$ cat src/rtl/m68k_dtack_gen_if.sv
// Bus-cycle handshake bundle between the 68000 address decode and the DTACK/BERR generator.
// The master side is the CPU, decode, SDRAM and video arbiter environment.
interface m68k_dtack_gen_if;
    logic as_n;
    logic rw;
    logic fast_cs;
    logic rom_cs;
    logic vid_cs;
    logic sdram_ready;
    logic vid_grant;
    logic dtack_n;
    logic berr_n;
    logic sdram_req;
    logic vid_req;
    logic timeout_flag;

    modport master (
        output as_n, rw, fast_cs, rom_cs, vid_cs, sdram_ready, vid_grant,
        input  dtack_n, berr_n, sdram_req, vid_req, timeout_flag
    );

    modport slave (
        input  as_n, rw, fast_cs, rom_cs, vid_cs, sdram_ready, vid_grant,
        output dtack_n, berr_n, sdram_req, vid_req, timeout_flag
    );
endinterface

$ cat src/rtl/m68k_dtack_gen.sv
// DTACK/BERR generator for a 68000 bus: fast fixed-latency accesses, SDRAM ROM reads
// and arbitrated video RAM accesses, with a wait-state watchdog raising bus error.
module m68k_dtack_gen #(
    parameter int unsigned FAST_WAIT = 0,
    parameter int unsigned TIMEOUT   = 1023
) (
    input logic             clk,
    input logic             reset_n,
    m68k_dtack_gen_if.slave bus
);
    localparam int unsigned CNT_W = 10;
    localparam int unsigned FW_W  = 4;
    localparam logic [FW_W-1:0]  FW_LOAD = FW_W'(FAST_WAIT);
    localparam logic [CNT_W-1:0] TO_LAST = CNT_W'(TIMEOUT - 1);

    typedef enum logic [2:0] {
        ST_IDLE,
        ST_DECODE,
        ST_FAST_WAIT,
        ST_SDRAM_WAIT,
        ST_VID_WAIT,
        ST_ACK,
        ST_BERR
    } state_e;

    state_e           state_q, state_d;
    logic [FW_W-1:0]  fw_cnt_q, fw_cnt_d;
    logic [CNT_W-1:0] wait_cnt_q, wait_cnt_d;
    logic             dtack_n_q, dtack_n_d;
    logic             berr_n_q, berr_n_d;
    logic             sdram_req_q, sdram_req_d;
    logic             vid_req_q, vid_req_d;
    logic             timeout_q, timeout_d;

    // Next-state logic; an address strobe release in any pre-acknowledge state aborts the cycle.
    always_comb begin
        state_d    = state_q;
        fw_cnt_d   = fw_cnt_q;
        wait_cnt_d = wait_cnt_q;
        timeout_d  = timeout_q;

        case (state_q)
            ST_IDLE: begin
                if (!bus.as_n) state_d = ST_DECODE;
            end
            ST_DECODE: begin
                wait_cnt_d = '0;
                if (bus.as_n) begin
                    state_d = ST_IDLE;
                end else if (bus.rom_cs && bus.rw) begin
                    state_d = ST_SDRAM_WAIT;
                end else if (!bus.rom_cs && bus.vid_cs) begin
                    state_d = ST_VID_WAIT;
                end else if (FAST_WAIT == 0) begin
                    state_d = ST_ACK;
                end else begin
                    state_d  = ST_FAST_WAIT;
                    fw_cnt_d = FW_LOAD;
                end
            end
            ST_FAST_WAIT: begin
                fw_cnt_d = fw_cnt_q - FW_W'(1);
                if (bus.as_n)               state_d = ST_IDLE;
                else if (fw_cnt_q == FW_W'(1)) state_d = ST_ACK;
            end
            ST_SDRAM_WAIT: begin
                wait_cnt_d = wait_cnt_q + CNT_W'(1);
                if (bus.as_n)                 state_d = ST_IDLE;
                else if (bus.sdram_ready)     state_d = ST_ACK;
                else if (wait_cnt_q == TO_LAST) state_d = ST_BERR;
            end
            ST_VID_WAIT: begin
                wait_cnt_d = wait_cnt_q + CNT_W'(1);
                if (bus.as_n)                 state_d = ST_IDLE;
                else if (bus.vid_grant)       state_d = ST_ACK;
                else if (wait_cnt_q == TO_LAST) state_d = ST_BERR;
            end
            ST_ACK: begin
                if (bus.as_n) state_d = ST_IDLE;
            end
            ST_BERR: begin
                if (bus.as_n) state_d = ST_IDLE;
            end
            default: begin
                state_d = ST_IDLE;
            end
        endcase

        // Outputs follow the state being entered so they change on the same edge.
        dtack_n_d   = (state_d != ST_ACK);
        berr_n_d    = (state_d != ST_BERR);
        sdram_req_d = (state_d == ST_SDRAM_WAIT);
        vid_req_d   = (state_d == ST_VID_WAIT);
        if (state_d == ST_BERR) timeout_d = 1'b1;
    end

    always_ff @(posedge clk or negedge reset_n) begin
        if (!reset_n) begin
            state_q     <= ST_IDLE;
            fw_cnt_q    <= '0;
            wait_cnt_q  <= '0;
            dtack_n_q   <= 1'b1;
            berr_n_q    <= 1'b1;
            sdram_req_q <= 1'b0;
            vid_req_q   <= 1'b0;
            timeout_q   <= 1'b0;
        end else begin
            state_q     <= state_d;
            fw_cnt_q    <= fw_cnt_d;
            wait_cnt_q  <= wait_cnt_d;
            dtack_n_q   <= dtack_n_d;
            berr_n_q    <= berr_n_d;
            sdram_req_q <= sdram_req_d;
            vid_req_q   <= vid_req_d;
            timeout_q   <= timeout_d;
        end
    end

    assign bus.dtack_n      = dtack_n_q;
    assign bus.berr_n       = berr_n_q;
    assign bus.sdram_req    = sdram_req_q;
    assign bus.vid_req      = vid_req_q;
    assign bus.timeout_flag = timeout_q;
endmodule

$ cat src/flat_wrapper.sv
// flat-port wrapper written by rule: the top's interface ports become plain ports
module m68k_dtack_gen_flat 
#(
    parameter int unsigned FAST_WAIT = 0,
    parameter int unsigned TIMEOUT   = 1023
)
  (clk, reset_n, bus_as_n, bus_rw, bus_fast_cs, bus_rom_cs, bus_vid_cs, bus_sdram_ready, bus_vid_grant, bus_dtack_n, bus_berr_n, bus_sdram_req, bus_vid_req, bus_timeout_flag);
  m68k_dtack_gen_if bus_i ();
  input logic clk;
  input logic reset_n;
  input wire logic [$bits(bus_i.as_n)-1:0] bus_as_n;
  input wire logic [$bits(bus_i.rw)-1:0] bus_rw;
  input wire logic [$bits(bus_i.fast_cs)-1:0] bus_fast_cs;
  input wire logic [$bits(bus_i.rom_cs)-1:0] bus_rom_cs;
  input wire logic [$bits(bus_i.vid_cs)-1:0] bus_vid_cs;
  input wire logic [$bits(bus_i.sdram_ready)-1:0] bus_sdram_ready;
  input wire logic [$bits(bus_i.vid_grant)-1:0] bus_vid_grant;
  output wire logic [$bits(bus_i.dtack_n)-1:0] bus_dtack_n;
  output wire logic [$bits(bus_i.berr_n)-1:0] bus_berr_n;
  output wire logic [$bits(bus_i.sdram_req)-1:0] bus_sdram_req;
  output wire logic [$bits(bus_i.vid_req)-1:0] bus_vid_req;
  output wire logic [$bits(bus_i.timeout_flag)-1:0] bus_timeout_flag;
  assign bus_i.as_n = bus_as_n;
  assign bus_i.rw = bus_rw;
  assign bus_i.fast_cs = bus_fast_cs;
  assign bus_i.rom_cs = bus_rom_cs;
  assign bus_i.vid_cs = bus_vid_cs;
  assign bus_i.sdram_ready = bus_sdram_ready;
  assign bus_i.vid_grant = bus_vid_grant;
  assign bus_dtack_n = bus_i.dtack_n;
  assign bus_berr_n = bus_i.berr_n;
  assign bus_sdram_req = bus_i.sdram_req;
  assign bus_vid_req = bus_i.vid_req;
  assign bus_timeout_flag = bus_i.timeout_flag;
  m68k_dtack_gen #(.FAST_WAIT(FAST_WAIT), .TIMEOUT(TIMEOUT)) u_core (.clk(clk), .reset_n(reset_n), .bus(bus_i));
endmodule
$ cat config.mk
export PLATFORM = sky130hd
export DESIGN_NAME = m68k_dtack_gen_flat
export DESIGN_NICKNAME = d
export VERILOG_FILES = /design/src/rtl/m68k_dtack_gen_if.sv /design/src/rtl/m68k_dtack_gen.sv /design/src/flat_wrapper.sv
export SDC_FILE = /design/constraint.sdc
export NUM_CORES = 1
export LEC_CHECK = 0
export ABC_AREA = 1
export BUFFER_PORTS_ARGS = -buffer_cell sky130_fd_sc_hd__buf_2
export CAP_MARGIN = 25
export CORE_AREA = 2 2 56 58
export DETAILED_ROUTE_END_ITERATION = 16
export DIE_AREA = 0 0 58 60
export GPL_TIMING_DRIVEN = 0
export HOLD_SLACK_MARGIN = 0.12
export SYNTH_ARGS = -nofsm -noshare
export SYNTH_HDL_FRONTEND = slang
export SYNTH_SLANG_ARGS = --single-unit
$ cat constraint.sdc
create_clock -name clk -period 1.9 [get_ports clk]
set_input_delay 0.095 -clock clk [delete_from_list [all_inputs] [get_ports clk]]
set_output_delay 0.095 -clock clk [all_outputs]
set_load 0.02 [all_outputs]
==> out/metrics.yaml, run 1 <==
drt:
  initialDrtViolationCount: 26
  via_per_inst: 4.86
  dr.pass1.iters: 4
  antenna_left: 0
  drt-wirelength-per-cell_um: 11.2
  vias: 1006
  drc_errors: 0
  wl_um: 2330
cells_and_area:
  fin_util_pct: 47.8
  mostFrequentLayoutCells: "nand2_1 (36), inv_1 (22), dfrtp_1 (20)"
  final_area_sq_um: 1390
  num_antenna_cells: 0
  final_common_cell: "nand2_1"
  n_fill_cell: 292
  stdcell_count: 207
  syn2layout_area_growth_pct: 11.6
  drive_above_1_share_pct: 19.5
  nNetsFinal: 189
logic_synthesis:
  yosysTopAreaCellShare_pct: 40.2
  synth_nets: 170
  syn_area_per_cell_sq_um: 7.92
  netlist-cell-type-count: 28
  syn_inst: 157
  synth.area.top_cells: "dfrtp_1 (40%), nand2_1 (11%), nand3_1 (6.8%)"
  yosys_warnings: 0
  yosysSeqAreaShare_pct: 44.5
  netlist_area_sq_um: 1240
  yosys.area.top_type: "dfrtp_1"
  ys_ff_latch: 22
worst_setup_path:
  crit_arrival_ns: 1.68
  crit_required_ns: 2.10
  startpoint_type: "flop"
  crit_path_start: "u_core.wait_cnt_q[0]$_DFFE_PN0P_"
  r2r-start: "u_core.wait_cnt_q[0]$_DFFE_PN0P_"
  rr_worst_depth: 10
  critPathMaxFanout: 5
  rrSetupSlack_ns: 0.43
  rr_endpoint: "u_core.bus.timeout_flag$_DFFE_PN0N_"
  path_class: "flop to flop"
  crit_path_end: "u_core.bus.timeout_flag$_DFFE_PN0N_"
  end_kind: "flop"
placement:
  dp_hpwl_um: 1790
  placed_area_sq_um: 1350
  dp_slack_ns: 0.440
  gp_congestion: 0.868
  dp_cells: 202
  port_buffers: 12
timing:
  drv_slew: 0
  slew_headroom_pct: 67.3
  hold_violations: 0
  fin_ws_ns: 0.428
  post-route-min-period_ns: 1.47
  min_period_over_period_pct: 77.5
  worst_pin_slew_ns: 0.491
  finalHoldWorstSlack_ns: 0.181
  skew_ns: 0.00175
  rsz0062_at_grt: "no"
  finalSetupViolations: 0
  setup-tns-final_ns: 0
  clock.fmax_mhz: 679
hold_path:
  hp-class: "input port to flop"
  hold_depth: 6
floorplan:
  dieWidth_um: 58
  num_rows: 20
  die_area_sq_um: 3480
  die_h_um: 60
  core_area_sq_um: 2900
  pin_count: 14
  start_util_pct: 42.8
cts:
  numClockSinks: 22
  htreeDepth: 1
  cts_resized: 0
  cts_tree: "done"
  clock_tree.root_cell: "clkbuf_4"
  clkTransAtPathRegs_ns: 0.11
  cts_setup_buffers: 0
  numCtsBuffers: 3
  clock_latency_ns: 0.30
  clockBufferDepth: 2
grt:
  antenna_found_initial: 0
  grt_util_all_layers_pct: 14.8
  grt-ovfl-total: 0
  grt_max_degree: 23
  grt_pass1_wl_um: 3910
  first_global_vias: 944
power:
  peakVddDrop_mv: 0.566
  p_total_mw: 1.12
  cellPowerDensity_nw_per_um2: 806
  p_leak_nw: 0.709
run_status:
  status: "completed"
run:
  maxCapViolations: 0
[synth_stat cells, drive strengths merged]
cell type,n
inv,27
nand2,41
a211oi,1
mux2i,1
nor4,1
nand4,2
xor2,3
dfstp,2
dfrtp,20
o21ai,8
xnor2,1
a21oi,7
o31ai,1
ha,4
nor2,18
nor3,2
nand3,17
o22ai,1
[final cells by class]
cell class | instances | area [sq um] | area share (%)
Clock buffer | 3 | 22.5 | 1.62
Inverter | 27 | 104 | 7.48
Multi-Input combinational cell | 108 | 587 | 42.3
Sequential cell | 22 | 553 | 39.9
Tap cell | 33 | 41.3 | 2.98
Timing Repair Buffer | 14 | 80.1 | 5.77
[critical path: stages, from the launching register on]
cell and delay, ns:
dfrtp_1 0.43, inv_1 0.09, ha_1 0.21, nand3_1 0.07
nor2_1 0.04, nand2_1 0.10, nand2_1 0.08, nand2_1 0.07
nand3_1 0.10, nand3_1 0.13, nand2_1 0.06
[sequential cells by signal, indices dropped and copies added (netlist names)]
signal                   cells
u_core.bus.dtack_n           1
u_core.bus.vid_req           1
u_core.wait_cnt_q           10
u_core.state_q               3
u_core.fw_cnt_q              4
u_core.bus.timeout_flag      1
u_core.bus.sdram_req         1
u_core.bus.berr_n            1
[kinds of logic (layout without fill, tap and decap cells)]
logic type	after synthesis	count (layout)	share of synthesized area, %
fa+ha+maj	4	4	4.02
xor+xnor	4	4	2.82
flops	22	22	44.5
mux	1	1	0.805
simple gates	81	81	31.2
buf+inv	27	44	8.35
compound gates	18	18	8.35
[power by group]
group | internal, mW | switching [mW] | leakage (nW) | total [mW]
Clock | 0.0740 | 0.133 | 0.0138 | 0.207
Sequential | 0.544 | 0.0786 | 0.285 | 0.622
Combinational | 0.106 | 0.183 | 0.411 | 0.289
Total | 0.724 | 0.395 | 0.709 | 1.12
[worst min path at each step]
| stage | from | end | slack (ns) |
|---|---|---|---|
| finish | bus_sdram_ready | u_core.bus.vid_req$_DFF_PN0_ | 0.18 |
| global route | bus_sdram_ready | u_core.bus.vid_req$_DFF_PN0_ | 0.18 |
| CTS | bus_sdram_ready | u_core.bus.vid_req$_DFF_PN0_ | 0.17 |
| detailed placement | reset_n | u_core.wait_cnt_q[2]$_DFFE_PN0P_ | 0.09 |
| global placement | reset_n | u_core.wait_cnt_q[2]$_DFFE_PN0P_ | 0.09 |
| floorplan | reset_n | u_core.bus.sdram_req$_DFF_PN0_ | -0.20 |
[what timing repair did]
item,4_1_cts,5_1_grt
endpoints found under the setup margin,0,0
hold endpoints to repair,23,0
hold buffers,2,0
[routing by layer]
metal	track usage (%)	routed length, um	vias to the layer above
met5	0	0	-
met4	4.98	20	0
met3	3.90	71	2
met2	27.9	1180	12
met1	16.0	1060	456
li1	-	-	536
(Power assumes the default switching activity.)
==> run 2: changes to the inputs <==
- clock period: 1.9 -> 1.45 ns (I/O delays scaled with it)
==> run 2 against run 1 <==
  * Non-clock buffer count up 4
  * Clock-buffer cell count unchanged
  * Largest power group unchanged
  * Register-to-register slack worse by 0.35 ns
  * Final cell count up 1.9%
  * First-iteration DRC count up 19%
==> out/metrics.yaml, run 2 (synthesized netlist as in run 1, its figures left out) <==
run_status:
  status: "completed"
run:
  maxCapViolations: 0
drt:
  routed-wl-met2_um: 1260
  antenna_left: 0
  wl_um: 2430
  drc_errors: 0
  m1WireLength_um: 1070
  dr.pass1.iters: 4
  initialDrtViolationCount: 31
  drt-wirelength-per-cell_um: 11.5
  via_per_inst: 5.01
  dr_wl_met3_um: 88
  vias: 1058
  highest_layer: "met4"
timing:
  finalHoldWorstSlack_ns: 0.159
  drv_slew: 0
  setup-tns-final_ns: 0
  post-route-min-period_ns: 1.37
  worst_pin_slew_ns: 0.486
  fin_ws_ns: 0.0780
  hold_violations: 0
  finalSetupViolations: 0
  min_period_over_period_pct: 94.6
  rsz0062_at_grt: "yes"
  clock.fmax_mhz: 729
  skew_ns: 0.00389
  slew_headroom_pct: 67.6
cts:
  clkTransAtPathRegs_ns: 0.12
  clockBufferDepth: 2
  clock_tree.root_cell: "clkbuf_4"
  cts_tree: "done"
  numCtsBuffers: 3
  clock_latency_ns: 0.30
  htreeDepth: 1
  numClockSinks: 22
worst_setup_path:
  r2r-start: "u_core.wait_cnt_q[0]$_DFFE_PN0P_"
  crit_path_start: "u_core.wait_cnt_q[0]$_DFFE_PN0P_"
  crit_path_end: "u_core.wait_cnt_q[6]$_DFFE_PN0P_"
  rr_endpoint: "u_core.wait_cnt_q[6]$_DFFE_PN0P_"
  crit_arrival_ns: 1.61
  end_kind: "flop"
  critPathMaxFanout: 3
  crit_required_ns: 1.69
  path_class: "flop to flop"
  rrSetupSlack_ns: 0.08
  rr_worst_depth: 8
  startpoint_type: "flop"
cells_and_area:
  reg.largest.list: "u_core.wait_cnt_q: 10 flops, u_core.fw_cnt_q: 4 flops, u_core.state_q: 3 flops"
  final_area_sq_um: 1460
  stdcell_count: 211
  fin_util_pct: 50.3
  syn2layout_area_growth_pct: 17.4
  num_antenna_cells: 0
  drive_above_1_share_pct: 28.7
  final_common_cell: "nand2_1"
  largest_reg_flops: 10
  nNetsFinal: 193
  largest_register: "u_core.wait_cnt_q"
  n_fill_cell: 287
  mostFrequentLayoutCells: "nand2_1 (33), inv_1 (20), dfrtp_1 (18)"
grt:
  grt_pass1_wl_um: 3910
  grt-ovfl-total: 0
  grt_util_all_layers_pct: 14.8
  grt_max_degree: 23
  first_global_vias: 945
  antenna_found_initial: 0
floorplan:
  num_rows: 20
  start_util_pct: 42.8
  pin_count: 14
  core_area_sq_um: 2900
  die_area_sq_um: 3480
  dieWidth_um: 58
  die_h_um: 60
hold_path:
  hp-class: "input port to flop"
  hold_depth: 6
  hp-start: "bus_sdram_ready"
placement:
  dp_slack_ns: -0.0105
  port_buffers: 12
  placed_area_sq_um: 1350
  gp_congestion: 0.868
  dp_cells: 202
  dp_hpwl_um: 1790
power:
  peakVddDrop_mv: 0.769
  p_leak_nw: 0.735
  p_total_mw: 1.58
  cellPowerDensity_nw_per_um2: 1080
-- run 2: critical path, stage by stage, from the launching register on --
cell and delay (ns):
dfrtp_1 0.42, buf_4 0.14, ha_1 0.19, nand2_1 0.12, nor2_2 0.06, nand2_1 0.08
nor2_1 0.04, nand2_1 0.07, mux2i_1 0.18
-- run 2: worst min-delay path by stage --
stage	to	slack (ns)
3_3_place_gp	u_core.wait_cnt_q[2]$_DFFE_PN0P_	0.06
2_1_floorplan	u_core.bus.sdram_req$_DFF_PN0_	-0.22
4_1_cts	u_core.bus.vid_req$_DFF_PN0_	0.14
6_report	u_core.bus.vid_req$_DFF_PN0_	0.16
5_1_grt	u_core.bus.vid_req$_DFF_PN0_	0.16
3_5_place_dp	u_core.wait_cnt_q[2]$_DFFE_PN0P_	0.07
-- run 2: per-layer routing --
layer / track usage [%] / up-vias
met5: 0 / -
met2: 27.9 / 19
met4: 4.98 / 0
met1: 16.0 / 489
li1: - / 548
met3: 3.90 / 2
-- run 2: final cells by class --
cell class | instances | area, sq um | area share, %
Tap cell | 33 | 41.3 | 2.83
Clock buffer | 3 | 22.5 | 1.54
Inverter | 27 | 104 | 7.11
Timing Repair Buffer | 18 | 110 | 7.54
Sequential cell | 22 | 556 | 38.0
Multi-Input combinational cell | 108 | 627 | 42.9
-- run 2: what timing repair did --
action                                 in CTS  in global routing
hold buffers                                2                  0
setup buffers                               2                  2
pin swaps                                   0                  7
endpoints found under the hold margin      23                  0
resized for setup                           0                 14
setup endpoints to repair                   4                 13
-- run 2: power by group --
| group | total (mW) | internal [mW] | switching (mW) | leakage (nW) |
|---|---|---|---|---|
| Sequential | 0.820 | 0.715 | 0.104 | 0.282 |
| Clock | 0.273 | 0.0970 | 0.176 | 0.0138 |
| Combinational | 0.482 | 0.208 | 0.274 | 0.439 |
==> run 3: changes to the inputs <==
- ABC_CLOCK_PERIOD_IN_PS: not set -> 1400
- clock period: 1.45 -> 1.4 ns (I/O delays scaled with it)
==> run 3 against run 2 <==
  * Wire length is 0.21% lower
  * Non-clock buffer count did not move
  * Combinational power grew 4.6%
  * Clock-buffer cell count unchanged
  * Clock power up 4%
  * Sequential share of layout area shrank 0.26 points
  * Largest power group unchanged
  * Highest routed layer unchanged
  * Worst setup slack lost 0.053 ns
  * Global-route usage up 0.14 points
  * Worst hold slack better by 0.012 ns
==> out/metrics.yaml, run 3 (synthesized netlist as in run 1, its figures left out) <==
timing:
  slew_headroom_pct: 67.3
  worst_pin_slew_ns: 0.491
  finalSetupViolations: 0
  drv_slew: 0
  setup-tns-final_ns: 0
  min_period_over_period_pct: 98.2
  hold_violations: 0
  skew_ns: 0.00448
  clock.fmax_mhz: 728
  rsz0062_at_grt: "yes"
  post-route-min-period_ns: 1.37
  fin_ws_ns: 0.0254
worst_setup_path:
  rrSetupSlack_ns: 0.03
  rr_endpoint: "u_core.wait_cnt_q[6]$_DFFE_PN0P_"
  path_cells: "buf_4, ha_1, nand2_1, nor2_2, nand2_1, nor2_1, nand2_1, mux2i_1"
  startpoint_type: "flop"
  rr_worst_depth: 8
  r2r-start: "u_core.wait_cnt_q[0]$_DFFE_PN0P_"
  crit_arrival_ns: 1.61
  crit_required_ns: 1.64
  worst-path-buf-inv: 1
  critPathMaxFanout: 3
  end_kind: "flop"
  cp_slowest_stage_delay_ns: 0.42
  cp_slowest_cell: "dfrtp_1"
  path_common_cell: "nand2_1"
  path_class: "flop to flop"
  critPathTopFamily: "flip-flops"
run:
  maxCapViolations: 0
cells_and_area:
  largest_register: "u_core.wait_cnt_q"
  regArea_sq_um: 556
  largest_reg_flops: 10
  mostFrequentLayoutCells: "nand2_1 (31), inv_1 (20), dfrtp_1 (18)"
  reg.largest.list: "u_core.wait_cnt_q: 10 flops, u_core.fw_cnt_q: 4 flops, u_core.state_q: 3 flops"
  final_common_cell: "nand2_1"
  n_fill_cell: 282
  drive_above_1_share_pct: 30.3
  multi_input_area_sq_um: 637
  syn2layout_area_growth_pct: 18.2
  num_antenna_cells: 0
  nNetsFinal: 193
floorplan:
  dieWidth_um: 58
  die_h_um: 60
  core_area_sq_um: 2900
  start_util_pct: 42.8
  num_rows: 20
  die_area_sq_um: 3480
  pin_count: 14
run_status:
  status: "completed"
cts:
  numClockSinks: 22
  clockBufferDepth: 2
  cts_tree: "done"
  clock_latency_ns: 0.30
  clkTransAtPathRegs_ns: 0.12
  htreeDepth: 1
  numCtsBuffers: 3
  clock_tree.root_cell: "clkbuf_4"
grt:
  grt-ovfl-total: 0
  antenna_found_initial: 0
  grt_pass1_wl_um: 3950
  first_global_vias: 949
  grt_util_all_layers_pct: 14.9
  grt_max_degree: 23
drt:
  drt-wirelength-per-cell_um: 11.5
  antenna_left: 0
  initialDrtViolationCount: 23
  vias: 1062
  wl_um: 2430
  drc_errors: 0
  via_per_inst: 5.03
  dr.pass1.iters: 5
hold_path:
  min_to: "u_core.bus.vid_req$_DFF_PN0_"
  hp-class: "input port to flop"
  hold_depth: 6
  hp-start: "bus_sdram_ready"
placement:
  dp_hpwl_um: 1790
  port_buffers: 12
  gp_congestion: 0.868
  dp_slack_ns: -0.0605
power:
  peakVddDrop_mv: 0.807
  p_leak_nw: 0.739
  cellPowerDensity_nw_per_um2: 1110
[run 3: cell counts in the layout (fill, tap and decap cells not counted)]
Identical to the previous run, type by type.
[run 3: report_power, final]
group,switching [mW],leakage (nW),total (mW),internal [mW]
clock network,0.182,0.0138,0.283,0.100
registers,0.109,0.282,0.849,0.741
logic,0.287,0.443,0.504,0.217
[run 3: through the flow]
step	hold WS (ns)	total power [mW]	std cells	area [sq um]	utilization [%]
2_1_floorplan	-0.226	1.13	157	1240	-
3_3_place_gp	0.0623	1.23	202	1350	46.3
3_5_place_dp	0.0673	1.25	202	1350	46.3
4_1_cts	0.140	1.58	209	1410	48.7
5_1_grt	0.169	1.76	211	1470	50.6
6_report	0.171	1.64	211	1470	50.6
[run 3: what timing repair did]
action	in CTS	in global routing
pin swaps	0	5
cloned	0	0
setup endpoints to repair	7	16
hold endpoints to repair	23	0
hold buffers	2	0
resized for setup	3	14
buffers inserted	2	2
[run 3: worst max path at each step]
stage / to / start / slack [ns] / depth (start not counted)
finish: u_core.wait_cnt_q[6]$_DFFE_PN0P_ / u_core.wait_cnt_q[0]$_DFFE_PN0P_ / 0.03 / 8
global route: u_core.bus.sdram_req$_DFF_PN0_ / u_core.wait_cnt_q[0]$_DFFE_PN0P_ / -0.08 / 10
CTS: u_core.bus.timeout_flag$_DFFE_PN0N_ / u_core.fw_cnt_q[1]$_DFFE_PN0P_ / 0.005 / 8
global placement: u_core.bus.timeout_flag$_DFFE_PN0N_ / u_core.wait_cnt_q[0]$_DFFE_PN0P_ / -0.02 / 10
floorplan: u_core.bus.sdram_req$_DFF_PN0_ / u_core.wait_cnt_q[0]$_DFFE_PN0P_ / 0.15 / 11
detailed placement: u_core.bus.timeout_flag$_DFFE_PN0N_ / u_core.wait_cnt_q[0]$_DFFE_PN0P_ / -0.06 / 10
[run 3: worst register-to-register path, stage by stage (launching register included)]
cell     delay (ns)
dfrtp_1        0.42
buf_4          0.14
ha_1           0.19
nand2_1        0.12
nor2_2         0.06
nand2_1        0.08
nor2_1         0.04
nand2_1        0.07
mux2i_1        0.18
[run 3: layout make-up]
| class | instances | share of cell area (%) |
|---|---|---|
| clock buffer | 3 | 1.53 |
| inverter | 27 | 7.06 |
| multi-input combinational | 108 | 43.3 |
| sequential | 22 | 37.8 |
| tap | 33 | 2.81 |
| timing repair buffer | 18 | 7.49 |
[run 3: routing by layer]
layer / global-route usage [%] / vias to the layer above / routed length, um
li1: - / 550 / -
met1: 16.2 / 492 / 1080
met2: 28.1 / 16 / 1250
met3: 3.90 / 4 / 69
met4: 4.98 / 0 / 25
met5: 0 / - / 0
